===== config.mk =====
export PLATFORM = sky130hd
export DESIGN_NAME = fir_tdm_sequencer
export DESIGN_NICKNAME = d
export VERILOG_FILES = /design/src/rtl/fir_tdm_sequencer.sv
export SDC_FILE = /design/constraint.sdc
export NUM_CORES = 2
export LEC_CHECK = 0
export ABC_AREA = 1
export BUFFER_PORTS_ARGS = -buffer_cell sky130_fd_sc_hd__buf_2
export CAP_MARGIN = 20
export CORE_MARGIN = 2
export CORE_UTILIZATION = 55
export DETAILED_ROUTE_END_ITERATION = 12
export PLACE_DENSITY = 0.72
export SLEW_MARGIN = 20
export SYNTH_ARGS = -nofsm -noshare
export SYNTH_HDL_FRONTEND = slang
export SYNTH_SLANG_ARGS = --single-unit

===== constraint.sdc =====
create_clock -name clk -period 10.9 [get_ports clk]
set_input_delay 2.18 -clock clk [delete_from_list [all_inputs] [get_ports clk]]
set_output_delay 2.18 -clock clk [all_outputs]
set_load 0.02 [all_outputs]

===== src/rtl/fir_tdm_sequencer.sv =====
// fir_tdm_sequencer: round-robin time-multiplexed FIR sharing one signed MAC across channels
module fir_tdm_sequencer #(
  parameter int N_CH = 4,
  parameter int INPUT_WORD_SIZE = 16,
  parameter int COEFF_WORD_SIZE = 16,
  parameter int N_COEFFS = 5,
  localparam int OUTPUT_WORD_SIZE = INPUT_WORD_SIZE + COEFF_WORD_SIZE + $clog2(N_COEFFS),
  localparam int KW = $clog2(N_COEFFS),
  localparam int CW = $clog2(N_CH)
) (
  input  logic clk,
  input  logic rst,
  input  logic [N_CH*INPUT_WORD_SIZE-1:0] s_data,
  input  logic [N_CH-1:0] s_valid,
  output logic [N_CH-1:0] s_ready,
  input  logic coeff_wr_en,
  input  logic [KW-1:0] coeff_wr_addr,
  input  logic [COEFF_WORD_SIZE-1:0] coeff_wr_data,
  output logic coeff_wr_ready,
  output logic [OUTPUT_WORD_SIZE-1:0] m_data,
  output logic [CW-1:0] m_channel,
  output logic m_valid,
  input  logic m_ready,
  output logic busy
);
  localparam int IW = INPUT_WORD_SIZE;
  localparam int PW = INPUT_WORD_SIZE + COEFF_WORD_SIZE;
  typedef enum logic [1:0] {IDLE, MAC, OUT} state_t;
  state_t state, state_nx;
  logic signed [IW-1:0] x [N_CH][N_COEFFS];
  logic signed [COEFF_WORD_SIZE-1:0] cf [N_COEFFS];
  logic signed [OUTPUT_WORD_SIZE-1:0] acc;
  logic signed [PW-1:0] prod;
  logic [CW-1:0] rr, g, gnt;
  logic [KW-1:0] k;
  logic any, gnt_ok;
  always_comb begin
    gnt = rr;
    any = 1'b0;
    for (int i = N_CH; i >= 1; i--) begin
      logic [CW-1:0] idx;
      idx = CW'((int'(rr) + i) % N_CH);
      if (s_valid[idx]) begin
        gnt = idx;
        any = 1'b1;
      end
    end
  end
  assign gnt_ok = state == IDLE && !coeff_wr_en && any;
  assign s_ready = gnt_ok ? N_CH'(1) << gnt : '0;
  assign coeff_wr_ready = state == IDLE;
  assign busy = state != IDLE;
  assign m_valid = state == OUT;
  assign m_data = acc;
  assign m_channel = g;
  assign prod = x[g][k] * cf[k];
  always_comb begin
    state_nx = state;
    state_nx = state == IDLE ? (gnt_ok ? MAC : IDLE) :
               state == MAC ? (k == KW'(N_COEFFS - 1) ? OUT : MAC) :
               (m_ready ? IDLE : OUT);
  end
  always_ff @(posedge clk)
    if (rst) state <= IDLE;
    else state <= state_nx;
  always_ff @(posedge clk)
    if (rst) begin
      rr <= CW'(N_CH - 1);
      g <= '0;
      k <= '0;
      acc <= '0;
      for (int i = 0; i < N_CH; i++)
        for (int j = 0; j < N_COEFFS; j++) x[i][j] <= '0;
      for (int j = 0; j < N_COEFFS; j++) cf[j] <= '0;
    end else begin
      if (state == IDLE && coeff_wr_en && 32'(coeff_wr_addr) < N_COEFFS) cf[coeff_wr_addr] <= coeff_wr_data;
      if (gnt_ok) begin
        for (int j = N_COEFFS - 1; j > 0; j--) x[gnt][j] <= x[gnt][j-1];
        x[gnt][0] <= s_data[gnt*IW +: IW];
        acc <= '0;
        k <= '0;
        g <= gnt;
      end
      if (state == MAC) begin
        acc <= acc + {{KW{prod[PW-1]}}, prod};
        k <= k + 1'b1;
      end
      if (state == OUT && m_ready) rr <= g;
    end
endmodule


==> metrics <==
post-DP HPWL 72000 um; met1 Usage GRT 0.418; Die Y 266 um; # fillers 5904; Avg WL per Cell 19.4 um; Avg Cell Area, Syn 8.44 um2; Port-buffer cells 134; Final Skew 47.5 ps; max incr delay on CP 880 ps; RSZ-0062 raised after global routing false; io pins 135; post-synthesis cell type count 57; synthesized cell area 37600 um2; Clock Pin Slew Worst Setup and Hold Paths 60 ps; Yosys reg bits 497; Die X 266 um; CTS H-tree lvls 2; CTS buffer count 55; total grt overflow 0; number of routed nets with antenna violations 0; CP Buf/Inv Count 8; Post-synth EDFFs 448; WP depth 34; Worst path slowest cell fa_1; Synth-to-Final Area Change 8.15%; Crit path max-delay family adder cells; cells after synthesis 4457; first-pass GRT wire length 166000 um; nets 5000; TritonCTS Sinks 497; Core Box Area 67500 um2; Root Buffer clkbuf_16; Post-CTS Resized 0; Final Hold Slack 486 ps; Req. time, crit path 11370 ps; Clock Path Buffers 3; Crit. End Element flip-flop; Critical Path End m_data[25]; pre-CTS setup slack 1050 ps; Setup-failing EPs final 0; CP startpoint kind flip-flop; initial core utilization 0.557; CP max FO 149; Post-Route WL 105000 um; crit path setup slack, layout 821 ps; GRT Max-Usage Layer met2; min-delay worst type reg2reg; worst skew pair latency 650 ps; outcome complete, no violations; f_max 99.2 MHz; Ys Warns 0; DR iter-0 viols 3374; Primary FF master, synth edfxtp_1; met2 Usage GRT 0.491; vias after detailed routing 30800; layout cells sized above 1 0.0836; Final min period 10080 ps; initial antenna violation count 2; Max Cap Viol 0; WS Path Type reg2reg; Hold Buf Count CTS 0; Rows 95; grt met3 use 0.0505; gr usage total 0.302; Die ar. 70500 um2; post-CTS repair timing setup buffer count 0; max-slew violations 0; RD Place Congestion 0.983; relative slew slack 0.295; end of the worst register-to-register path m_data[25]; Final period util 0.925; vias in the first global route 29900; residual DRC count 0; CTS tree yes; largest net degree at the start of global routing 150; measured slew at the worst slew-check pin 1060 ps; Vias/cell 5.65; worst r2r path cells 34; FFs w/ async S/R, synth 0; setup TNS 0 ps; hold violation count in the final report 0; arrival time worst endpoint 10550 ps; r2r setup slk 820 ps; Seq/Total Area, Yosys 0.384; first-pass iteration count of the detailed router 6
==> layer usage <==
| metal | vias up | share of wire |
|---|---|---|
| met2 | 1471 | 0.46 |
| met4 | 0 | 0.029 |
| met5 | - | 0 |
| li1 | 14500 | - |
| met3 | 209 | 0.093 |
| met1 | 14500 | 0.41 |
==> cells by family (layout without fill, tap and decap cells) <==
logic type	count (synthesis)	count (layout)	synth area share
buffers and inverters	1014	1080	0.109
AOI/OAI and AO/OA	807	807	0.119
xor gates and xnor gates	28	28	0.00672
muxes	48	48	0.0128
DFF	497	497	0.384
other	1	51	0.0000996
adders and majority gates	382	382	0.179
and+or+nand+nor	1680	1680	0.189
==> worst min-delay path by stage <==
| stage | endpoint | depth (start not counted) | startpoint |
|---|---|---|---|
| 6_report | m_data[11] | 2 | m_data[11] |
| 5_1_grt | m_data[7] | 2 | m_data[7] |
| 4_1_cts | m_data[11] | 2 | m_data[11] |
| 3_5_place_dp | m_data[13] | 2 | m_data[13] |
| 3_3_place_gp | m_data[10] | 2 | m_data[10] |
| 2_1_floorplan | state[1] | 2 | k[2] |
==> sequential cells by signal, indices dropped and copies added, names as in the netlist, named ones only <==
name and flops:
state 2, rr 2, k 3, x 320, m_channel 2, cf 128
m_data 35
==> cell usage after synthesis, drive strengths merged, types with 3 or more instances <==
cell    number  area share
a21boi       3     0.00060
a21o        12      0.0024
a21oi      271       0.036
a32o        12      0.0032
buf        125       0.020
clkbuf      94      0.0095
clkinv       6     0.00060
dfxtp       49       0.026
edfxtp     448        0.36
fa         263        0.14
ha         119       0.040
inv        789       0.079
mux2i       48       0.013
nand2      777       0.081
nand3      165       0.022
nand3b       6      0.0012
nand4      125       0.021
nor2       580       0.060
nor3        14      0.0019
o211ai       9      0.0018
o21a         3     0.00060
o21ai      441       0.064
o21bai      10      0.0020
o22ai       36      0.0060
or2         10      0.0017
xnor2       12      0.0030
xor2        16      0.0037
==> per-stage QoR <==
step / util / area (um2) / instances
global route: 0.603 / 40700 / 5443
global placement: 0.576 / 38900 / 5343
CTS: 0.603 / 40700 / 5443
floorplan: - / 37800 / 4504
detailed placement: 0.576 / 38900 / 5343
finish: 0.603 / 40700 / 5446
==> final cells by class <==
type | count | area (um2) | share of cell area
timing repair buffer | 185 | 1080 | 0.0265
clock inverter | 33 | 350 | 0.00861
clock buffer | 67 | 1420 | 0.0349
multi-input combinational | 2993 | 19300 | 0.475
inverter | 795 | 3000 | 0.0736
tap | 873 | 1090 | 0.0268
sequential | 497 | 14400 | 0.355
antenna | 3 | 7.51 | 0.000184
==> worst reg2reg max path, delay by kind of cell, from the launching register on <==
kind            cells  cell delay (ps)
buf+inv             8             2030
compound gates      5              670
simple gates       12             2280
flops               1              340
xor+xnor            1              380
fa+ha+maj           8             4190
==> cells in the final DEF, fill, tap and decap left out, types with 5 or more instances in the layout <==
cell	netlist	final
clkinvlp_4	0	5
nand2_4	6	10
bufinv_16	0	5
or2_2	10	10
o21ai_2	54	54
inv_2	8	8
clkinv_1	6	17
a21o_1	12	12
buf_4	31	49
nor2_1	572	571
conb_1	1	48
inv_1	779	778
dfxtp_1	49	45
buf_2	48	134
o211ai_1	9	9
xor2_1	16	16
nand2_2	13	11
mux2i_1	48	48
clkinv_2	0	5
nor3_1	14	13
edfxtp_1	448	448
clkbuf_1	93	12
o21ai_1	85	85
clkbuf_16	0	55
nand4_1	125	125
o21bai_1	10	10
o21ai_0	302	300
nand3b_1	6	6
nand3_1	163	163
xnor2_1	11	11
ha_1	119	119
a21oi_1	271	271
o22ai_1	36	36
nand2_1	755	753
fa_1	263	263
a32o_1	12	12
Power is not shown: default switching activity piles up to over one toggle a cycle in this logic, so the estimate is an artifact.
